**src/rtl/regfile_wb_arbiter.sv**
```systemverilog
// regfile_wb_arbiter: merges ALU (port A) and load (port B) writebacks onto the single register_set write port.
// Latency: a transfer at edge E raises write_en after edge E+1, so register_set writes at edge E+2.
// Backpressure: x_ready = slot empty or slot granted this cycle (registered state only); a losing slot holds its entry.
// Build option: define WB_RR_EN for round-robin between two full slots; default is fixed priority B over A.
module regfile_wb_arbiter (
  input  logic        clk,
  input  logic        rst_n,
  input  logic        a_valid,
  input  logic [4:0]  a_addr,
  input  logic [31:0] a_data,
  output logic        a_ready,
  input  logic        b_valid,
  input  logic [4:0]  b_addr,
  input  logic [31:0] b_data,
  output logic        b_ready,
  output logic        write_en,
  output logic [4:0]  WriteAdd,
  output logic [31:0] Reg_WriteData,
  input  logic [4:0]  ReadAdd1,
  input  logic [4:0]  ReadAdd2,
  output logic        pend_hit1,
  output logic        pend_hit2,
  output logic        busy,
  output logic [15:0] wr_count
);

  // Holding slots, one per requester.
  logic        a_full_q, a_full_d;
  logic [4:0]  a_addr_q, a_addr_d;
  logic [31:0] a_data_q, a_data_d;
  logic        b_full_q, b_full_d;
  logic [4:0]  b_addr_q, b_addr_d;
  logic [31:0] b_data_q, b_data_d;

  // Set when slot A holds the older entry; only consulted when both slots target the same register.
  logic        a_older_q, a_older_d;

  // Registered write port toward register_set.
  logic        write_en_q, write_en_d;
  logic [4:0]  write_add_q, write_add_d;
  logic [31:0] write_data_q, write_data_d;
  logic [15:0] wr_count_q, wr_count_d;

  logic grant_a, grant_b;
  logic a_fill, b_fill;
  logic policy_b;

`ifdef WB_RR_EN
  logic rr_last_a_q, rr_last_a_d;

  // Round-robin: the port not granted most recently wins a both-full contest.
  always_comb begin
    policy_b    = rr_last_a_q;
    rr_last_a_d = rr_last_a_q;
    if (grant_a) begin
      rr_last_a_d = 1'b1;
    end else if (grant_b) begin
      rr_last_a_d = 1'b0;
    end
  end

  // Last-grant pointer; reset says A went last so B is served first.
  always_ff @(posedge clk or negedge rst_n) begin
    if (!rst_n) begin
      rr_last_a_q <= 1'b1;
    end else begin
      rr_last_a_q <= rr_last_a_d;
    end
  end
`else
  // Fixed priority: B (loads) always beats A in a both-full contest.
  assign policy_b = 1'b1;
`endif

  // Pick exactly one full slot; same-register pairs drain oldest first to keep write order.
  always_comb begin
    grant_a = 1'b0;
    grant_b = 1'b0;
    if (a_full_q && b_full_q) begin
      if (a_addr_q == b_addr_q) begin
        grant_a = a_older_q;
        grant_b = !a_older_q;
      end else begin
        grant_a = !policy_b;
        grant_b = policy_b;
      end
    end else begin
      grant_a = a_full_q;
      grant_b = b_full_q;
    end
  end

  assign a_ready = !a_full_q || grant_a;
  assign b_ready = !b_full_q || grant_b;

  // Writes to x0 are accepted but never occupy a slot.
  assign a_fill = a_valid && a_ready && (a_addr != 5'd0);
  assign b_fill = b_valid && b_ready && (b_addr != 5'd0);

  // Slot drain/refill, age tracking and the next write-port contents.
  always_comb begin
    a_full_d     = a_full_q;
    a_addr_d     = a_addr_q;
    a_data_d     = a_data_q;
    b_full_d     = b_full_q;
    b_addr_d     = b_addr_q;
    b_data_d     = b_data_q;
    a_older_d    = a_older_q;
    write_en_d   = grant_a || grant_b;
    write_add_d  = write_add_q;
    write_data_d = write_data_q;
    wr_count_d   = wr_count_q + {15'd0, write_en_q};

    if (grant_a) begin
      a_full_d     = 1'b0;
      write_add_d  = a_addr_q;
      write_data_d = a_data_q;
    end else if (grant_b) begin
      b_full_d     = 1'b0;
      write_add_d  = b_addr_q;
      write_data_d = b_data_q;
    end

    if (a_fill) begin
      a_full_d = 1'b1;
      a_addr_d = a_addr;
      a_data_d = a_data;
    end
    if (b_fill) begin
      b_full_d = 1'b1;
      b_addr_d = b_addr;
      b_data_d = b_data;
    end

    // A simultaneous fill counts B as older; a lone B fill leaves A older.
    if (a_fill) begin
      a_older_d = 1'b0;
    end else if (b_fill) begin
      a_older_d = 1'b1;
    end
  end

  // State registers; reset empties both slots and silences the write port.
  always_ff @(posedge clk or negedge rst_n) begin
    if (!rst_n) begin
      a_full_q     <= 1'b0;
      a_addr_q     <= 5'd0;
      a_data_q     <= 32'd0;
      b_full_q     <= 1'b0;
      b_addr_q     <= 5'd0;
      b_data_q     <= 32'd0;
      a_older_q    <= 1'b0;
      write_en_q   <= 1'b0;
      write_add_q  <= 5'd0;
      write_data_q <= 32'd0;
      wr_count_q   <= 16'd0;
    end else begin
      a_full_q     <= a_full_d;
      a_addr_q     <= a_addr_d;
      a_data_q     <= a_data_d;
      b_full_q     <= b_full_d;
      b_addr_q     <= b_addr_d;
      b_data_q     <= b_data_d;
      a_older_q    <= a_older_d;
      write_en_q   <= write_en_d;
      write_add_q  <= write_add_d;
      write_data_q <= write_data_d;
      wr_count_q   <= wr_count_d;
    end
  end

  assign write_en      = write_en_q;
  assign WriteAdd      = write_add_q;
  assign Reg_WriteData = write_data_q;
  assign wr_count      = wr_count_q;
  assign busy          = a_full_q || b_full_q || write_en_q;

  // Hazard flags for the read ports: a matching write is still queued or on the write port.
  always_comb begin
    pend_hit1 = (ReadAdd1 != 5'd0) &&
                ((a_full_q && (a_addr_q == ReadAdd1)) ||
                 (b_full_q && (b_addr_q == ReadAdd1)) ||
                 (write_en_q && (write_add_q == ReadAdd1)));
    pend_hit2 = (ReadAdd2 != 5'd0) &&
                ((a_full_q && (a_addr_q == ReadAdd2)) ||
                 (b_full_q && (b_addr_q == ReadAdd2)) ||
                 (write_en_q && (write_add_q == ReadAdd2)));
  end

endmodule

```
**config.mk**
```make
export PLATFORM = sky130hd
export DESIGN_NAME = regfile_wb_arbiter
export DESIGN_NICKNAME = d
export VERILOG_FILES = /design/src/rtl/regfile_wb_arbiter.sv
export SDC_FILE = /design/constraint.sdc
export NUM_CORES = 1
export LEC_CHECK = 0
export ABC_AREA = 1
export BUFFER_PORTS_ARGS = -buffer_cell sky130_fd_sc_hd__buf_2
export CAP_MARGIN = 30
export CELL_PAD_IN_SITES_DETAIL_PLACEMENT = 0
export CELL_PAD_IN_SITES_GLOBAL_PLACEMENT = 1
export CORE_ASPECT_RATIO = 0.8
export CORE_MARGIN = 2
export CORE_UTILIZATION = 35
export CTS_CLUSTER_DIAMETER = 80
export DETAILED_ROUTE_END_ITERATION = 6
export PLACE_DENSITY_LB_ADDON = 0.1
export SLEW_MARGIN = 20
export SYNTH_ARGS = -nofsm -noshare
export SYNTH_HDL_FRONTEND = slang
export SYNTH_SLANG_ARGS = --single-unit
```
**constraint.sdc**
```tcl
create_clock -name clk -period 1.9 [get_ports clk]
set_clock_uncertainty 0.2 [all_clocks]
set_input_delay 0.38 -clock clk [delete_from_list [all_inputs] [get_ports clk]]
set_output_delay 0.38 -clock clk [all_outputs]
set_load 0.05 [all_outputs]
```
# After elaboration in Yosys (flattened, before gate mapping)
# Cells that the tools add are included.
dict set report classes {
  add_sub_neg 1
  mul 0
  div_mod_pow 0
  n_lt_le_gt_ge 0
  eq_ne 8
  shifts 0
  mux 15
  bitwise_logic 0
  n_reduce_logical 34
}
# operator count
set op_table {}
lappend op_table {{$mux W32} 2}
lappend op_table {{$eq A5 B5 Y1} 7}
lappend op_table {{$reduce_bool A5 Y1} 4}
lappend op_table {{$add A16 B1 Y16} 1}
lappend op_table {{$logic_and A1 B1 Y1} 13}
lappend op_table {{$mux W1} 11}
lappend op_table {{$mux W5} 2}
lappend op_table {{$logic_or A1 B1 Y1} 9}
lappend op_table {{$reduce_bool A2 Y1} 4}
lappend op_table {{$logic_not A1 Y1} 3}
lappend op_table {{$ne A2 B1 Y1 const B} 1}
lappend op_table {{$reduce_and A2 Y1} 1}
dict set report word_totals {
  ff_bits 131
  latch_bits 0
  ramBits 0
  romBits 0
  input_bits 88
  output_inout_bits 59
  word_cells 69
  memories 0
}

# Longest topological paths before layout
dict set report logic_depth {
  word_depth 8
  mapped_depth 11
  depth_no_buf 9
}

# Worst setup path after synthesis
# Ideal clock, no wire load.
dict set report synth_path {
  path_kind {register to register}
  from {register write_en_q, in the netlist write_en}
  to {register wr_count_q[14], in the netlist wr_count[14]}
  setup_ns 0.123
  t_arrival_ns 1.901
  t_required_ns 1.577
  slack_ns -0.325
  path_stages_with_launch 9
  path_buffers 0
  period_less_slack_ns 2.225
  cell_sequence {dfrtp_1 -> ha_1 -> ha_1 -> nand2_1 -> nor3_1 -> nand2_1 -> nor2_1 -> nand2_1 -> xor2_1}
}
dict set report synth_via {
  elab_chain_cells 1
}
# item line_no
set synth_lines {}
lappend synth_lines {{start, declared} 39} ;# logic write_en_q, write_en_d;
lappend synth_lines {{start signal, assigned} 165} ;# write_en_q <= write_en_d;
lappend synth_lines {{$add A16 B1 Y16} 112} ;# wr_count_d = wr_count_q + {15'd0, write_en_q};
lappend synth_lines {{net wr_count_d[14]} 42} ;# logic [15:0] wr_count_q, wr_count_d;
lappend synth_lines {{end signal, assigned} 168} ;# wr_count_q <= wr_count_d;
lappend synth_lines {{end, declared} 42}
# The timed path passes the listed nets, and every way through them passes these cells.
# A chain may end at the register's enable or synchronous reset.

# Final worst setup path
dict set report layout_path {
  from {register a_addr_q[2]}
  to {output pend_hit1}
}
dict set report layout_via {
  elab_chain_cells 5
}
# item line_no
set layout_lines {}
lappend layout_lines {{start, declared} 29} ;# logic [4:0] a_addr_q, a_addr_d;
lappend layout_lines {{start signal, assigned} 159} ;# a_addr_q <= a_addr_d;
lappend layout_lines {{$eq A5 B5 Y1} 181} ;# ((a_full_q && (a_addr_q == ReadAdd1)) ||
lappend layout_lines {{$logic_and A1 B1 Y1} 181}
lappend layout_lines {{$logic_or A1 B1 Y1} 181}
lappend layout_lines {{$logic_or A1 B1 Y1} 182} ;# (b_full_q && (b_addr_q == ReadAdd1)) ||
lappend layout_lines {{$logic_and A1 B1 Y1} 180} ;# pend_hit1 = (ReadAdd1 != 5'd0) &&
lappend layout_lines {{end, declared} 21} ;# output logic pend_hit1,
# Every way passes these cells.

==> qor.yml <==
synth_xor_area_share_pct: 2.37
rsz0062_at_grt: "yes"
worstPathMaxFanout: 4
post-route-period-util_pct: 121
yosysUniqueCellTypes: 24
fin_tns_setup_ns: -4.13
dr.pass1.iters: 5
netlist_instances: 796
grt_use_met3_pct: 4.94
hp-class: "primary input to flop"
rows: 43
die_w_um: 154
hp-start: "b_data[28]"
cp-end-kind: "output pin"
grtUsageMet2_pct: 33.9
drv_slew: 0
start_kind: "flop"
layout-drive-gt1-share_pct: 43.1
setup_slack_ns: -0.403
avgSynthCellArea_um2: 7.89
max_slew.worst_pin.slew_ns: 0.744
outcome: "finished, violations left"
cp_data_required_time_ns: 1.32
initial_core_util_pct: 36.0
cp.arrival_ns: 1.72
grt_util_all_layers_pct: 21.3
setup_viol: 82
whs_ns: 0.00171
synth_compound_area_share_pct: 5.64
hold_depth: 3
synthMuxAreaShare_pct: 0
antenna_found_initial: 1
drcViolationCount: 0
ys_seq_elements: 131
routed-via-count: 6267
ys_warn_count: 0
place_hpwl_um: 13800
met1_usage_pct: 29.1
clkSinkCount: 131
power.leakage_nw: 5.11
max_clock_freq_mhz: 434
cts_made_buffers: 17
grt_pass1_wl_um: 31300
cts.clk_slew.worst_paths_ns: 0.06
die_area_mm2: 0.0190
maxCapViolCount: 0
netlist_area_mm2: 0.00628
antenna_left: 0
power_density_mw_per_mm2: 1130
areaGrowthSynthToFinish_pct: 54.1
root_buffer: "clkbuf_16"
port_buffers: 146
core_area_mm2: 0.0174
io_pins: 147
insertion_delay_ns: 0.42
synth_top_family_by_area: "simple AND/OR/NAND/NOR gates"
clockBufferDepth: 2
period_minus_slack_ns: 2.30
max-vdd-ir-drop_v: 0.000643
crit_type: "flop to output pin"
htreeDepth: 4
failed_checks: "setup timing"
grt-busiest-layer: "met2"
synth_nets: 886
die_y_um: 124
synth_seq_area_share_pct: 52.2
crit_path_start: "a_addr_q[2]"
routedWlPerCell_um: 17.6
gr-total-overflow: 0
cts_tree: "done"
design_area_mm2: 0.00968
antennaDiodeCount: 0
power.total_mw: 11.0
placed_cell_area_mm2: 0.00769
yosys.area_share.simple_pct: 29.9
globalplace.congestion: 0.901
grt_max_degree: 47
grt_pass1_vias: 6073
finalNetCount: 1109
drt_iter0_drc: 367
slew_headroom_pct: 50.4
hold_viol: 0
r2r_start: "a_addr_q[1]"
avgViaCountPerCell: 5.00
r2r_slack_ns: -0.08
worst-r2r-cell-count: 12
synth-adder-area-share_pct: 0.398
routed_wl_um: 22100
## sequential cells by signal, indices dropped and copies added (netlist names)
signal         count
Reg_WriteData     32
a_addr_q           5
wr_count          16
a_full_q           1
b_full_q           1
WriteAdd           5
a_older_q          1
b_addr_q           5
write_en           1
a_data_q          32
b_data_q          32
## synth_stat cells
cell | number | area [um^2]
clkbuf_1 | 16 | 60.1
dfrtp_1 | 131 | 3280
nand3_1 | 90 | 450
o21ai_1 | 2 | 10.0
nand2_2 | 1 | 6.26
o22ai_1 | 15 | 93.8
a21oi_1 | 41 | 205
inv_1 | 98 | 368
buf_6 | 3 | 33.8
buf_1 | 7 | 26.3
xor2_1 | 12 | 105
nor3_1 | 9 | 45.0
inv_2 | 5 | 18.8
nand2_1 | 236 | 886
ha_1 | 2 | 25.0
nand3b_1 | 2 | 15.0
buf_4 | 7 | 52.6
nand3_2 | 2 | 20.0
o21ai_0 | 9 | 45.0
buf_2 | 8 | 40.0
or2_2 | 1 | 6.26
nand4_1 | 38 | 238
nor2_1 | 56 | 210
xnor2_1 | 5 | 43.8
## cells by family after synthesis
kind of cell               after synthesis
AOI/OAI and AO/OA                       67
DFF                                    131
xor gates and xnor gates                17
buffers and inverters                  144
and+or+nand+nor                        435
adders and majority gates                2
## through the flow
step	util [%]	setup WS [ns]	instances
6_report	55.5	-0.403	1254
5_1_grt	55.5	-0.474	1254
4_1_cts	49.1	-0.391	1236
3_5_place_dp	44.1	-0.115	1190
3_3_place_gp	44.1	-0.0839	1190
2_1_floorplan	-	-0.0718	796
## cell usage in the layout (no fill, tap or decap), types with 27 or more instances in the layout
cell       n
a21oi_1   27
buf_2    140
buf_4     51
dfrtp_1  117
inv_1     89
nand2_1  171
nand2_2   28
nand2_4   37
nand3_1   54
nand3_2   35
nand4_1   38
nor2_1    34
## power by group
group	total [mW]	internal, mW	leakage [nW]	switching, mW
clock	3.13	1.94	0.263	1.20
combinational	4.12	1.38	3.30	2.75
sequential	3.73	3.33	1.54	0.394
total	11.0	6.64	5.11	4.34
## layer usage
metal / part of all wire [%] / wire length, um / up-vias
met5: 0.059 / 13 / -
met4: 1.3 / 289 / 2
met3: 4.8 / 1060 / 31
met1: 46 / 10100 / 3058
met2: 48 / 10700 / 173
li1: - / - / 3003
## layout make-up
cell class                 count  area (um^2)
fill                        1684         7750
inverter                     103          390
clock inverter                 6         82.6
timing repair buffer         245         1940
tap                          225          282
sequential                   131         3300
multi-input combinational    521         3230
clock buffer                  23          458
## critical path, stage by stage (launching register included)
cell and delay [ns]:
dfrtp_2 0.48, buf_6 0.14, o22ai_2 0.13, a21oi_1 0.06, nand3_1 0.08, nand3_1 0.09
nand2_2 0.09, clkinvlp_4 0.09, buf_8 0.15
## timing repair
| action | CTS | global route |
|---|---|---|
| cloned | 2 | 13 |
| hold buffers | 6 | 0 |
| setup endpoints to repair | 75 | 121 |
| setup buffers | 9 | 8 |
| endpoints found under the hold margin | 45 | 0 |
| resized for setup | 55 | 218 |
| pin swaps | 9 | 54 |
## worst paths after layout
path | endpoint
worst min-delay path | b_data_q[28]
worst max-delay path | pend_hit1
max in group asynchronous | b_data_q[4]
worst max register to register | a_data_q[31]
min in group asynchronous | b_data_q[28]
worst min register to register | Reg_WriteData[7]
No activity file was read; power rests on OpenSTA's default activity.
